[src/rtl/contador_ctrl.sv]
// contador_ctrl: sequences an up/down counter through triangular sweeps between two limits.
// Defining CONTADOR_CTRL_PAUSE_EN adds a pause input that freezes the sequence in place.
module contador_ctrl #(
    parameter int unsigned W     = 4,
    parameter int unsigned PRESC = 4,
    parameter int unsigned HOLD  = 3
) (
    input  logic         clk,
    input  logic         reset,
    input  logic         start,
    input  logic         stop,
`ifdef CONTADOR_CTRL_PAUSE_EN
    input  logic         pause,
`endif
    input  logic [W-1:0] lo_lim,
    input  logic [W-1:0] hi_lim,
    input  logic [7:0]   n_sweeps,
    input  logic [W-1:0] count_in,
    output logic         up,
    output logic         down,
    output logic         busy,
    output logic         done,
    output logic         err
);

    localparam int unsigned PW = (PRESC > 1) ? $clog2(PRESC) : 1;
    localparam int unsigned HW = (HOLD > 1) ? $clog2(HOLD) : 1;
    localparam logic [PW-1:0] PrescLast = PW'(PRESC - 1);
    localparam logic [HW-1:0] HoldLast  = HW'(HOLD - 1);

    typedef enum logic [2:0] {
        StIdle,
        StUp,
        StHoldHi,
        StDown,
        StHoldLo
    } state_e;

    state_e        state_q, state_d;
    logic [PW-1:0] presc_q, presc_d;
    logic [HW-1:0] hold_q, hold_d;
    logic [7:0]    sweep_q, sweep_d;
    logic [7:0]    nsw_q, nsw_d;
    logic [W-1:0]  lo_q, lo_d;
    logic [W-1:0]  hi_q, hi_d;
    logic          err_q, err_d;
    logic          done_q, done_d;
    logic          frozen;
    logic          tick;
    logic          hold_end;

`ifdef CONTADOR_CTRL_PAUSE_EN
    assign frozen = pause & (state_q != StIdle);
`else
    assign frozen = 1'b0;
`endif

    assign tick     = (state_q != StIdle) && !frozen && (presc_q == PrescLast);
    assign hold_end = (hold_q == HoldLast);

    always_comb begin
        state_d = state_q;
        presc_d = presc_q;
        hold_d  = hold_q;
        sweep_d = sweep_q;
        nsw_d   = nsw_q;
        lo_d    = lo_q;
        hi_d    = hi_q;
        err_d   = err_q;
        done_d  = 1'b0;
        up      = 1'b0;
        down    = 1'b0;

        unique case (state_q)
            StIdle: begin
                if (start && !stop) begin
                    lo_d    = lo_lim;
                    hi_d    = hi_lim;
                    nsw_d   = n_sweeps;
                    sweep_d = '0;
                    hold_d  = '0;
                    if (lo_lim > hi_lim) begin
                        err_d = 1'b1;
                    end else begin
                        err_d   = 1'b0;
                        state_d = StUp;
                    end
                end
            end
            StUp: begin
                if (tick) begin
                    if (count_in >= hi_q) state_d = StHoldHi;
                    else                  up      = 1'b1;
                end
            end
            StHoldHi: begin
                if (tick) begin
                    if (hold_end) begin
                        hold_d  = '0;
                        state_d = StDown;
                    end else begin
                        hold_d = hold_q + HW'(1);
                    end
                end
            end
            StDown: begin
                if (tick) begin
                    if (count_in <= lo_q) state_d = StHoldLo;
                    else                  down    = 1'b1;
                end
            end
            StHoldLo: begin
                if (tick) begin
                    if (hold_end) begin
                        hold_d = '0;
                        // A zero sweep count never matches, so continuous mode loops forever.
                        if (nsw_q != 8'd0 && 8'(sweep_q + 8'd1) == nsw_q) begin
                            state_d = StIdle;
                            done_d  = 1'b1;
                        end else begin
                            sweep_d = sweep_q + 8'd1;
                            state_d = StUp;
                        end
                    end else begin
                        hold_d = hold_q + HW'(1);
                    end
                end
            end
            default: state_d = StIdle;
        endcase

        // State only changes on a tick, so wrapping here also clears on every state entry.
        if (state_q == StIdle || tick) begin
            presc_d = '0;
        end else if (!frozen) begin
            presc_d = presc_q + PW'(1);
        end

        if (stop && state_q != StIdle) begin
            state_d = StIdle;
            presc_d = '0;
            hold_d  = '0;
            done_d  = 1'b0;
            up      = 1'b0;
            down    = 1'b0;
        end
    end

    always_ff @(posedge clk) begin
        if (reset) begin
            state_q <= StIdle;
            presc_q <= '0;
            hold_q  <= '0;
            sweep_q <= '0;
            nsw_q   <= '0;
            lo_q    <= '0;
            hi_q    <= '0;
            err_q   <= 1'b0;
            done_q  <= 1'b0;
        end else begin
            state_q <= state_d;
            presc_q <= presc_d;
            hold_q  <= hold_d;
            sweep_q <= sweep_d;
            nsw_q   <= nsw_d;
            lo_q    <= lo_d;
            hi_q    <= hi_d;
            err_q   <= err_d;
            done_q  <= done_d;
        end
    end

    assign busy = (state_q != StIdle);
    assign done = done_q;
    assign err  = err_q;

endmodule

[config.mk]
export PLATFORM = sky130hd
export DESIGN_NAME = contador_ctrl
export DESIGN_NICKNAME = d
export VERILOG_FILES = /design/src/rtl/contador_ctrl.sv
export SDC_FILE = /design/constraint.sdc
export NUM_CORES = 1
export LEC_CHECK = 0
export ABC_CLOCK_PERIOD_IN_PS = 3200
export BUFFER_PORTS_ARGS = -buffer_cell sky130_fd_sc_hd__buf_4
export CORE_AREA = 2 2 69 71
export CTS_BUF_LIST = sky130_fd_sc_hd__clkbuf_16
export CTS_CLUSTER_DIAMETER = 100
export DETAILED_ROUTE_END_ITERATION = 10
export DIE_AREA = 0 0 71 73
export HOLD_SLACK_MARGIN = 0.1
export PLACE_DENSITY_LB_ADDON = 0.12
export SLEW_MARGIN = 10
export SYNTH_ARGS = -nofsm -noshare
export SYNTH_HDL_FRONTEND = slang
export SYNTH_SLANG_ARGS = --single-unit
[constraint.sdc]
create_clock -name clk -period 3.2 [get_ports clk]
set_clock_uncertainty 0.05 [all_clocks]
set_input_delay 0.16 -clock clk [delete_from_list [all_inputs] [get_ports clk]]
set_output_delay 0.16 -clock clk [all_outputs]
set_load 0.01 [all_outputs]
==> impl_summary.log, run 1 <==
INFO  metric detailedPlacementHpwl = 3.36 mm
INFO  metric area_delta_synth_final = 25.8%
INFO  metric syn_nets = between 300 and 400
INFO  metric routability_congestion_estimate_from_global_placement = about 0.84
INFO  metric highest_layer = met4
INFO  metric worst_slew_pin_slew = about 0.6 ns
INFO  metric finalCritPeriodShare = about four fifths
INFO  metric grt_start_max_net_pins = 24
INFO  metric grt_setup_unrepaired = no
INFO  metric critPathLaunchType = register
INFO  metric critical_path_required = between 3 and 4 ns
INFO  metric remaining_drc_errors = 0
INFO  metric port_buffers = 28
INFO  metric cap_violations = 0
INFO  metric insertion_delay = about 0.28 ns
INFO  metric initial_utilization = a little under half
INFO  metric fmaxAchievable = around 390 MHz
INFO  metric cp.buffers_inverters = 0
INFO  metric drive_above_1_share = roughly 16%
INFO  metric max_stage_delay = roughly 0.44 ns
INFO  metric final_cell_mix = sky130_fd_sc_hd__nand2_1 (42), sky130_fd_sc_hd__dfxtp_1 (33), sky130_fd_sc_hd__buf_4 (30)
INFO  metric globalRouteTotalUtil = between 20 and 25%
INFO  metric cts_buffers = 5
INFO  metric synth_edf_count = 0
INFO  metric worst_hold_path_type = input port to register
INFO  metric met2_routed_wl = roughly 2.2 mm
INFO  metric finalMaxSlewViolations = 0
INFO  metric worst_setup_path_end_kind = register
INFO  metric viasPerCell = roughly 5.5
INFO  metric clk_root_buffer_cell = sky130_fd_sc_hd__clkbuf_16
INFO  metric clock_sink_count = 33
INFO  metric antenna_cells = 0
INFO  metric clock_tree_from_tritoncts = yes
INFO  metric yosys_most_used_dff = sky130_fd_sc_hd__dfxtp_1
INFO  metric worst_path_max_delay_cell = sky130_fd_sc_hd__dfxtp_1
INFO  metric floorplan.core_area = around 0.0045 mm^2
INFO  metric slew_headroom = between 60 and 70%
INFO  metric antenna_violations_before_repair = 0
INFO  metric postSynthCellCount = ~260
INFO  metric min_period = roughly 2.6 ns
INFO  metric postCtsSetupBuffers = 0
INFO  metric setup-tns-final = 0 ns
INFO  metric grt_remaining_overflow = 0
INFO  metric utilization = between 50 and 60%
INFO  metric firstDrtPassIters = 4
INFO  metric dr.first_iter.drc_count = 184
INFO  metric fp.dieW = between 70 and 80 um
INFO  metric dr_wl_met3 = 180 um
INFO  metric hold_path.startpoint = reset
INFO  metric post_synth_num_cell_types = 59
INFO  metric status = finished, final reports clean
INFO  metric num-nets-final = ~340
INFO  metric report.final.setup_viol = 0
INFO  metric power.density_cell_area = ~420 mW/mm^2
INFO  metric timing.critical_path.cells = ha_1 > nand3_1 > nor2_1 > xor2_1 > mux2i_1 > o2111ai_4 > a311oi_4 > mux2_2
INFO  metric die_height = 73 um
INFO  metric worst_ep_arrival_time = between 2 and 3 ns
INFO  metric grt_first_pass_wirelength = about 8.4 mm
INFO  metric worst_ir_drop_vdd = between 0.2 and 0.3 mV
INFO  metric ctsHtreeMaxLevel = 2
INFO  metric ios = 29
INFO  metric vias = 1,971
INFO  metric yosysSeqAreaShare = 31.2%
INFO  metric finalHoldViolations = 0
INFO  metric layout.cells.most_common = sky130_fd_sc_hd__nand2_1
INFO  metric wl_per_cell = roughly 13 um
INFO  metric reg2reg_from = sweep_q[0]
INFO  metric ff2ff_setup_slack = about 0.60 ns
INFO  metric power_leakage = 0.00109 uW
INFO  metric die_area = 0.00518 mm^2
INFO  metric path_max_fanout = 11
INFO  metric ys_warn_count = 0
INFO  metric mappedNetlistArea = about 0.0021 mm^2
INFO  metric overall_power = 1130 uW
INFO  metric cp_top_family = compound AO/OA/AOI/OAI gates
INFO  metric std_cell_rows = 25
INFO  metric post_synth.cell_area_avg = about 8 um^2
INFO  metric postRouteAntennaNets = 0
INFO  metric synth.ff_latch_count = 33
INFO  metric cts_max_path_buffers = 2
INFO  metric routed_wl = approximately 4.8 mm
INFO  metric first_global_vias = ~1.8k
INFO  metric clkSlewWorstSetupHoldPaths = around 0.060 ns
INFO  metric met1Wirelength = roughly 2.3 mm
INFO  metric path_class = register to register
INFO  metric timing.critical_path.from = sweep_q[0]
INFO  metric share_of_flip_flops_with_an_asynchronous_set_or_reset_after_synthesis = 0%
[registers in the layout, indices dropped and copies added (netlist names)]
name,count
presc_q,2
hi_q,4
sweep_q,8
state_q,3
err,1
lo_q,4
done,1
nsw_q,8
hold_q,2
[power by group]
part	switching [uW]	leakage [uW]	total, uW	internal [uW]
clock network	191	0.0000621	479	288
logic	101	0.000763	196	95.0
registers	21.9	0.000268	453	431
[layout make-up]
class	instances	area [um^2]
multi-input combinational	199	1320
tap	54	67.6
timing repair buffer	47	395
sequential	33	661
fill	426	1880
clock inverter	3	22.5
inverter	19	71.3
clock buffer	5	125
[path summary, 6_finish.rpt]
check / end / depth (start not counted)
setup / recovery: sweep_q[0] / 8
hold / removal: err / 2
setup reg to reg: sweep_q[0] / 8
hold reg to reg: presc_q[0] / 1
[Yosys cell counts, types with 2 or more instances]
master | count | share of area (%)
sky130_fd_sc_hd__inv_1 | 18 | 3.2
sky130_fd_sc_hd__nor4b_1 | 3 | 1.2
sky130_fd_sc_hd__o21a_1 | 4 | 1.4
sky130_fd_sc_hd__dfxtp_1 | 33 | 31
sky130_fd_sc_hd__ha_1 | 14 | 8.3
sky130_fd_sc_hd__nor3b_1 | 3 | 1.1
sky130_fd_sc_hd__nor2_1 | 19 | 3.4
sky130_fd_sc_hd__o2111a_1 | 3 | 1.6
sky130_fd_sc_hd__a21o_1 | 4 | 1.4
sky130_fd_sc_hd__nand3b_1 | 2 | 0.71
sky130_fd_sc_hd__clkbuf_1 | 7 | 1.2
sky130_fd_sc_hd__nand2_1 | 42 | 7.5
sky130_fd_sc_hd__buf_6 | 2 | 1.1
sky130_fd_sc_hd__nor2b_1 | 5 | 1.5
sky130_fd_sc_hd__xnor2_1 | 7 | 2.9
sky130_fd_sc_hd__a21oi_1 | 21 | 5.0
sky130_fd_sc_hd__mux2i_1 | 3 | 1.4
sky130_fd_sc_hd__nand4_1 | 4 | 1.2
sky130_fd_sc_hd__nor4_1 | 2 | 0.59
sky130_fd_sc_hd__or3_1 | 3 | 0.89
sky130_fd_sc_hd__nand3_1 | 8 | 1.9
sky130_fd_sc_hd__and4_1 | 2 | 0.83
sky130_fd_sc_hd__nand2b_1 | 4 | 1.2
sky130_fd_sc_hd__or4_1 | 2 | 0.71
sky130_fd_sc_hd__o21ai_0 | 9 | 2.1
sky130_fd_sc_hd__nor3_1 | 5 | 1.2
sky130_fd_sc_hd__a211o_1 | 2 | 0.83
[what timing repair did]
item | in CTS | in global routing
gates resized for setup | 0 | 0
hold buffers | 17 | 0
hold endpoints to repair | 17 | 0
[routing by layer]
layer	global-route usage [%]	vias to the layer above
met5	0	-
met4	6.29	0
met1	26.3	907
met3	4.83	5
li1	-	1019
met2	33.6	40
[worst register-to-register path, delay by kind of cell, from the launching register on]
family | cells | cell delay (ns)
AO/OA/AOI/OAI | 2 | 0.68
XOR/XNOR | 1 | 0.20
adder cells (fa/ha/maj) | 1 | 0.25
flip-flops | 1 | 0.44
multiplexers | 2 | 0.52
AND/OR/NAND/NOR | 2 | 0.40
[kinds of logic after synthesis]
logic type                 count (synthesis)  share of synthesized area [%]
DFF                                       33                           31.2
AOI/OAI and AO/OA                         61                           21.9
and+or+nand+nor                          112                           26.9
muxes                                      4                           1.95
xor gates and xnor gates                   8                           3.31
adders and majority gates                 14                           8.28
buffers and inverters                     31                           6.45
[metrics by stage]
stage	std cells	instance area [um^2]	hold slack [ns]	worst slack, ns
2_1_floorplan	263	2110	0.189	0.891
3_3_place_gp	335	2340	0.319	0.694
3_5_place_dp	335	2340	0.318	0.605
4_1_cts	360	2660	0.187	0.599
5_1_grt	360	2660	0.202	0.357
6_report	360	2660	0.191	0.604
Power figures use the tool's default switching activity.
==> run 2: changes to the inputs <==
--- a/config.mk
+++ b/config.mk
@@ -5,7 +5,8 @@
 export SDC_FILE = /design/constraint.sdc
 export NUM_CORES = 1
 export LEC_CHECK = 0
-export ABC_CLOCK_PERIOD_IN_PS = 3200
+export ABC_AREA = 1
+export ABC_CLOCK_PERIOD_IN_PS = 2700
 export BUFFER_PORTS_ARGS = -buffer_cell sky130_fd_sc_hd__buf_4
 export CORE_AREA = 2 2 69 71
 export CTS_BUF_LIST = sky130_fd_sc_hd__clkbuf_16
==> constraint.sdc (replaced) <==
create_clock -name clk -period 2.7 [get_ports clk]
set_clock_uncertainty 0.05 [all_clocks]
set_input_delay 0.135 -clock clk [delete_from_list [all_inputs] [get_ports clk]]
set_output_delay 0.135 -clock clk [all_outputs]
set_load 0.01 [all_outputs]
==> impl_summary.log, run 2 <==
INFO  metric status = finished, final reports clean
INFO  metric worst_slew_pin_slew = 0.445 ns (-0.148 ns)
INFO  metric cts_buffers = 5 (unchanged)
INFO  metric finalHoldViolations = 0 (unchanged)
INFO  metric met2_routed_wl = 2.08 mm (-3.6%)
INFO  metric setup-tns-final = 0 ns (unchanged)
INFO  metric mappedNetlistArea = 0.00211 mm^2 (about the same)
INFO  metric critPathLaunchType = register
INFO  metric min_period = 1.99 ns (-0.607 ns)
INFO  metric cap_violations = 0 (unchanged)
INFO  metric reg.largest.list = nsw_q x8, sweep_q x8
INFO  metric routed_wl = 4.73 mm (-0.53%)
INFO  metric report.final.setup_viol = 0 (unchanged)
INFO  metric wl_per_cell = 11.3 um (-15%)
INFO  metric first_global_vias = 1,842 (+2.3%)
INFO  metric globalRouteTotalUtil = 19.5% (-0.85 points)
INFO  metric rr_endpoint = sweep_q[1]
INFO  metric synth_edf_count = 0 (unchanged)
INFO  metric finalHoldWorstSlack = 0.106 ns (-0.0846 ns)
INFO  metric dr_wl_met3 = 208 um (+16%)
INFO  metric final_cell_mix = sky130_fd_sc_hd__nand2_1 (63), sky130_fd_sc_hd__inv_1 (46), sky130_fd_sc_hd__nor2_1 (43)
INFO  metric min_delay_worst_endpoint = lo_q[3]
INFO  metric layout.cells.most_common = sky130_fd_sc_hd__nand2_1
INFO  metric yosysSeqAreaShare = 31.3% (about the same)
INFO  metric post-route-cell-area = 0.00262 mm^2 (-1.6%)
INFO  metric fmaxAchievable = 503 MHz (+31%)
INFO  metric insertion_delay = 0.27 ns (about the same)
INFO  metric ctsHtreeMaxLevel = 2 (unchanged)
INFO  metric clkSlewWorstSetupHoldPaths = 0.05 ns (about the same)
INFO  metric power_leakage = 0.00123 uW (+13%)
INFO  metric worst_setup_path_end_kind = register
INFO  metric cts_max_path_buffers = 2 (unchanged)
INFO  metric clock_tree_from_tritoncts = yes
INFO  metric die_area = 0.00518 mm^2 (unchanged)
INFO  metric power.density_cell_area = 860 mW/mm^2 (+100%)
INFO  metric layout.area.seq = 661 um^2 (unchanged)
INFO  metric ys_warn_count = 0 (unchanged)
INFO  metric num-nets-final = 403 (+17%)
INFO  metric hold_path.startpoint = lo_lim[3]
INFO  metric initial_utilization = 46.6% (about the same)
INFO  metric antenna_cells = 0 (unchanged)
INFO  metric ff2ff_setup_slack = 0.71 ns (+0.11 ns)
INFO  metric grt_start_max_net_pins = 27 (+13%)
INFO  metric grt_remaining_overflow = 0 (unchanged)
INFO  metric ios = 29 (unchanged)
INFO  metric area_delta_synth_final = 23.9%
INFO  metric die_height = 73 um (unchanged)
INFO  metric synthTopCellsByArea = sky130_fd_sc_hd__dfxtp_1 (31%), sky130_fd_sc_hd__nand2_1 (11%), sky130_fd_sc_hd__ha_1 (8.3%), sky130_fd_sc_hd__inv_1 (8.0%), sky130_fd_sc_hd__nor2_1 (7.6%)
INFO  metric vias = 2,070 (+5.0%)
INFO  metric dr.first_iter.drc_count = 95 (-48%)
INFO  metric critical_path_required = 2.81 ns (-0.56 ns)
INFO  metric finalCritPeriodShare = 73.6% (-7.5 points)
INFO  metric worst_ep_arrival_time = 2.10 ns (-0.67 ns)
INFO  metric synth.area.mux_share = 0% (-2.0 points)
INFO  metric met1Wirelength = 2.39 mm (+1.9%)
INFO  metric synth_top_area_cell = sky130_fd_sc_hd__dfxtp_1
INFO  metric std_cell_rows = 25 (unchanged)
INFO  metric yosys_most_used_dff = sky130_fd_sc_hd__dfxtp_1
INFO  metric post_synth.cell_area_avg = 6.50 um^2 (-19%)
INFO  metric postRouteAntennaNets = 0 (unchanged)
INFO  metric placed_cells = 405 (+21%)
INFO  metric firstDrtPassIters = 4 (unchanged)
INFO  metric synthAdderAreaFrac = 8.29% (about the same)
INFO  metric synth.ff_latch_count = 33 (unchanged)
INFO  metric remaining_drc_errors = 0 (unchanged)
INFO  metric post_cts.resized_instances = 0 (unchanged)
INFO  metric post_synth_and_or_nand_nor_area_fraction = 37.7% (+11 points)
INFO  metric share_of_flip_flops_with_an_asynchronous_set_or_reset_after_synthesis = 0% (unchanged)
INFO  metric finalNonFillerCells = 420 (+17%)
INFO  metric synth_top_family_by_area = simple AND/OR/NAND/NOR gates
INFO  metric clk_root_buffer_cell = sky130_fd_sc_hd__clkbuf_16
INFO  metric syn_nets = 363 (+21%)
INFO  metric synth_compound_gate_area_share = 11.5% (-10 points)
INFO  metric slew_headroom = 70.3% (+9.9 points)
INFO  metric worst_r2r_path_depth = 12 (+4)
INFO  metric yosys.area.top_type_share = 31.3% (about the same)
INFO  metric placed_instance_area = 0.00239 mm^2 (+1.9%)
INFO  metric fillCellCount = 448 (+5.2%)
INFO  metric synth.cells.most_frequent = sky130_fd_sc_hd__nand2_1 (63), sky130_fd_sc_hd__inv_1 (45), sky130_fd_sc_hd__nor2_1 (43)
INFO  metric clock_sink_count = 33 (unchanged)
INFO  metric highest_layer = met4
INFO  metric antenna_violations_before_repair = 0 (unchanged)
INFO  metric synthXorXnorAreaFrac = 0.414% (-2.9 points)
INFO  metric post_synth_num_cell_types = 24 (-59%)
INFO  metric reg2reg_from = sweep_q[0]
INFO  metric grt_setup_unrepaired = no
INFO  metric worst_ir_drop_vdd = 0.404 mV (+39%)
INFO  metric floorplan.core_area = 0.00454 mm^2 (unchanged)
INFO  metric path_max_fanout = 9 (-2)
INFO  metric hold-path-cell-count = 3 (+1)
INFO  metric finalMaxSlewViolations = 0 (unchanged)
INFO  metric grt_first_pass_wirelength = 7.99 mm (-4.8%)
INFO  metric fp.dieW = 71 um (unchanged)
INFO  metric detailedPlacementHpwl = 3.61 mm (+7.4%)
INFO  metric synth_most_common_cell = sky130_fd_sc_hd__nand2_1
INFO  metric path_class = register to register
INFO  metric routability_congestion_estimate_from_global_placement = 0.823 (-1.9%)
INFO  metric viasPerCell = 4.93 (-10%)
INFO  metric worst_hold_path_type = input port to register
INFO  metric port_buffers = 28 (unchanged)
INFO  metric drive_above_1_share = 17.8% (+1.7 points)
INFO  metric multi_input_area = 0.00122 mm^2 (-7.2%)
INFO  metric postSynthCellCount = 325 (+24%)
run 2: area by class of cell:
cell class,count,area share (%)
Sequential cell,33,25.2
Timing Repair Buffer,38,11.6
Tap cell,54,2.58
Clock inverter,3,1.43
Clock buffer,5,4.78
Inverter,54,7.74
Multi-Input combinational cell,233,46.7
run 2: stage by stage:
stage	utilization, %	total power, uW	setup slack, ns
after floorplan	-	1410	0.940
after global placement	52.6	1610	0.731
after detailed placement	52.6	1620	0.698
after CTS	57.7	2270	0.683
after global routing	57.7	2440	0.521
final	57.7	2250	0.712
run 2: logic make-up (layout without fill, tap and decap cells):
logic type | count (synthesis) | in the layout
and+or+nand+nor | 170 | 170
buffers and inverters | 59 | 100
AOI/OAI and AO/OA | 48 | 48
DFF | 33 | 33
adders and majority gates | 14 | 14
xor gates and xnor gates | 1 | 1
run 2: power breakdown:
part / internal [uW] / switching [uW] / leakage [uW]
clock: 428 / 197 / 0.0000826
sequential: 600 / 112 / 0.000271
combinational: 345 / 570 / 0.000880
run 2: repair_timing:
item,CTS,global route
hold endpoints to repair,7,0
endpoints found under the setup margin,0,0
hold buffers,7,0
setup buffers,0,0
run 2: worst max-delay path: stages, from the launching register on:
cell and delay, ns:
sky130_fd_sc_hd__dfxtp_1 0.41, sky130_fd_sc_hd__ha_1 0.23, sky130_fd_sc_hd__nand2_2 0.11, sky130_fd_sc_hd__nor2_4 0.13
sky130_fd_sc_hd__nand3_1 0.11, sky130_fd_sc_hd__nand3_1 0.11, sky130_fd_sc_hd__nand3_2 0.09, sky130_fd_sc_hd__nor2_4 0.15
sky130_fd_sc_hd__nand3_4 0.14, sky130_fd_sc_hd__nand3_4 0.18, sky130_fd_sc_hd__nand2_1 0.07, sky130_fd_sc_hd__nand2_1 0.06
sky130_fd_sc_hd__nor2_1 0.04
run 2: how the worst max path moves through the flow:
| stage | startpoint | end | slack [ns] | cells past startpoint |
|---|---|---|---|---|
| after CTS | sweep_q[0] | sweep_q[1] | 0.68 | 12 |
| after detailed placement | sweep_q[0] | sweep_q[1] | 0.70 | 12 |
| after floorplan | sweep_q[0] | sweep_q[1] | 0.94 | 12 |
| after global routing | sweep_q[0] | sweep_q[1] | 0.52 | 12 |
| final | sweep_q[0] | sweep_q[1] | 0.71 | 12 |
| after global placement | sweep_q[0] | sweep_q[1] | 0.73 | 12 |
run 2: layer usage:
metal  GRT usage (%)  vias up
li1                -     1127
met2            32.4       44
met1            25.7      895
met4            4.40        0
met5               0        -
met3            4.70        4
==> run 3: changes to the inputs <==
--- a/config.mk
+++ b/config.mk
@@ -6,7 +6,7 @@
 export NUM_CORES = 1
 export LEC_CHECK = 0
 export ABC_AREA = 1
-export ABC_CLOCK_PERIOD_IN_PS = 2700
+export ABC_CLOCK_PERIOD_IN_PS = 2000
 export BUFFER_PORTS_ARGS = -buffer_cell sky130_fd_sc_hd__buf_4
 export CORE_AREA = 2 2 69 71
 export CTS_BUF_LIST = sky130_fd_sc_hd__clkbuf_16
==> constraint.sdc (replaced) <==
create_clock -name clk -period 2 [get_ports clk]
set_clock_uncertainty 0.05 [all_clocks]
set_input_delay 0.1 -clock clk [delete_from_list [all_inputs] [get_ports clk]]
set_output_delay 0.1 -clock clk [all_outputs]
set_load 0.01 [all_outputs]
==> impl_summary.log, run 3 (synthesis results as in run 2) <==
INFO  metric area_delta_synth_final = 30.2%
INFO  metric antenna_cells = 0 (unchanged)
INFO  metric routed_wl = 4.92 mm (+4.0%)
INFO  metric ff2ff_setup_slack = 0.14 ns (-0.57 ns)
INFO  metric slew_headroom = 70.1% (-0.15 points)
INFO  metric reg.largest.list = nsw_q x8, sweep_q x8
INFO  metric multi_input_area = 0.00126 mm^2 (+3.1%)
INFO  metric fillCellCount = 397 (-11%)
INFO  metric postRouteAntennaNets = 0 (unchanged)
INFO  metric worst_ep_arrival_time = 1.98 ns (-0.12 ns)
INFO  metric status = finished, final reports clean
INFO  metric globalRouteTotalUtil = 19.8% (+0.37 points)
INFO  metric hold_path.startpoint = reset
INFO  metric worst_path_max_delay_cell = sky130_fd_sc_hd__dfxtp_2
INFO  metric critPathLaunchType = register
INFO  metric die_height = 73 um (unchanged)
INFO  metric worst_hold_path_type = input port to register
INFO  metric min_delay_worst_endpoint = hold_q[1]
INFO  metric fp.dieW = 71 um (unchanged)
INFO  metric remaining_drc_errors = 0 (unchanged)
INFO  metric path_class = register to register
INFO  metric worst_ir_drop_vdd = 0.806 mV (+100%)
INFO  metric finalHoldViolations = 0 (unchanged)
INFO  metric utilization = 60.7% (+2.9 points)
INFO  metric firstDrtPassIters = 5 (+1)
INFO  metric power_leakage = 0.00128 uW (+3.9%)
INFO  metric clock_tree_from_tritoncts = yes
INFO  metric worst_slew_pin_slew = 0.448 ns (+0.00290 ns)
INFO  metric port_buffers = 28 (unchanged)
INFO  metric detailedPlacementHpwl = 3.55 mm (-1.5%)
INFO  metric final_cell_mix = sky130_fd_sc_hd__nand2_1 (63), sky130_fd_sc_hd__inv_1 (46), sky130_fd_sc_hd__nor2_1 (41)
INFO  metric worst_setup_path_end_kind = register
INFO  metric num-nets-final = 417 (+3.5%)
INFO  metric max_stage_delay = 0.38 ns (-0.03 ns)
INFO  metric critical_path_required = 2.12 ns (-0.69 ns)
INFO  metric path_max_fanout = 5 (-4)
INFO  metric power.density_cell_area = 1110 mW/mm^2 (+29%)
INFO  metric setup_slack = 0.137 ns (-0.575 ns)
INFO  metric antenna_violations_before_repair = 0 (unchanged)
INFO  metric rr_endpoint = sweep_q[0]
INFO  metric layout.cells.most_common = sky130_fd_sc_hd__nand2_1
INFO  metric cap_violations = 0 (unchanged)
INFO  metric hold-path-cell-count = 4 (+1)
INFO  metric overall_power = 3050 uW (+35%)
INFO  metric floorplan.core_area = 0.00454 mm^2 (unchanged)
INFO  metric viasPerCell = 4.95 (+0.51%)
INFO  metric wl_per_cell = 11.3 um (+0.64%)
INFO  metric grt_start_max_net_pins = 26 (-3.7%)
INFO  metric first_global_vias = 1,924 (+4.5%)
INFO  metric std_cell_rows = 25 (unchanged)
INFO  metric timing.critical_path.cells = ha_4 > nand2_2 > nor2_4 > nand2_1 > nand3_1 > nand4_1 > nor2_4 > nand3_4 > nand3_2 > nand2_2 > inv_1 > nor2_1
INFO  metric initial_utilization = 46.6% (unchanged)
INFO  metric ctsHtreeMaxLevel = 2 (unchanged)
INFO  metric clock_sink_count = 33 (unchanged)
INFO  metric drive_above_1_share = 20.3% (+2.5 points)
INFO  metric insertion_delay = 0.27 ns (about the same)
INFO  metric report.final.setup_viol = 0 (unchanged)
INFO  metric worst_r2r_path_depth = 12 (unchanged)
INFO  metric clk_root_buffer_cell = sky130_fd_sc_hd__clkbuf_16
INFO  metric preCtsSetupSlack = 0.0506 ns (-0.647 ns)
INFO  metric die_area = 0.00518 mm^2 (unchanged)
INFO  metric layout.area.seq = 667 um^2 (+0.95%)
INFO  metric finalMaxSlewViolations = 0 (unchanged)
INFO  metric clkSlewWorstSetupHoldPaths = 0.05 ns (about the same)
INFO  metric routability_congestion_estimate_from_global_placement = 0.848 (+3.1%)
INFO  metric cts_buffers = 5 (unchanged)
INFO  metric cts_max_path_buffers = 2 (unchanged)
INFO  metric reg2reg_from = sweep_q[1]
INFO  metric grt_remaining_overflow = 0 (unchanged)
INFO  metric vias = 2,150 (+3.9%)
INFO  metric grt_first_pass_wirelength = 8.19 mm (+2.5%)
INFO  metric fmaxAchievable = 537 MHz (+6.7%)
INFO  metric dr.first_iter.drc_count = 208 (+120%)
INFO  metric min_period = 1.86 ns (-0.125 ns)
INFO  metric ios = 29 (unchanged)
INFO  metric finalCritPeriodShare = 93.2% (+20 points)
run 3: timing repair:
item	in CTS	in global routing
endpoints found under the setup margin	0	15
hold buffers	16	0
buffers inserted	0	1
endpoints found under the hold margin	16	0
gates resized for setup	0	9
run 3: metrics by stage:
step           std cells  setup TNS, ns  hold slack, ns  cell area [um^2]
4_1_cts              431              0           0.178              2700
3_3_place_gp         407              0           0.304              2400
2_1_floorplan        325              0           0.204              2110
6_report             434              0           0.161              2750
5_1_grt              434        -0.0866           0.214              2750
3_5_place_dp         407              0           0.309              2400
run 3: layer usage:
metal / vias up / share of wire [%] / GRT usage, %
met5: - / 0 / 0
met4: 0 / 0.90 / 5.45
met3: 4 / 4.8 / 4.56
met2: 62 / 44 / 31.7
met1: 921 / 50 / 27.0
li1: 1163 / - / -
run 3: area by class of cell:
type	count	area share, %
inverter	54	7.37
clock buffer	5	4.55
multi-input combinational	235	45.8
clock inverter	3	0.500
tap	54	2.46
sequential	33	24.2
timing repair buffer	50	15.1
run 3: how the worst max path moves through the flow:
stage | cells past startpoint | from | end | slack, ns
CTS | 12 | sweep_q[0] | sweep_q[1] | 0.04
floorplan | 12 | sweep_q[0] | sweep_q[1] | 0.24
global route | 9 | presc_q[0] | sweep_q[0] | -0.04
global placement | 12 | sweep_q[0] | sweep_q[1] | 0.14
detailed placement | 12 | sweep_q[0] | sweep_q[1] | 0.05
finish | 12 | sweep_q[1] | sweep_q[0] | 0.14
run 3: report_power, final:
part           internal (uW)  total, uW  switching, uW
Sequential               819        975            156
Clock                    451        725            274
Combinational            524       1350            824
run 3: worst max-delay path, delay by kind of cell (launching register included):
family	cells	cell delay (ns)
AND/OR/NAND/NOR	10	1.13
flip-flops	1	0.38
adder cells (fa/ha/maj)	1	0.16
buffers and inverters	1	0.05
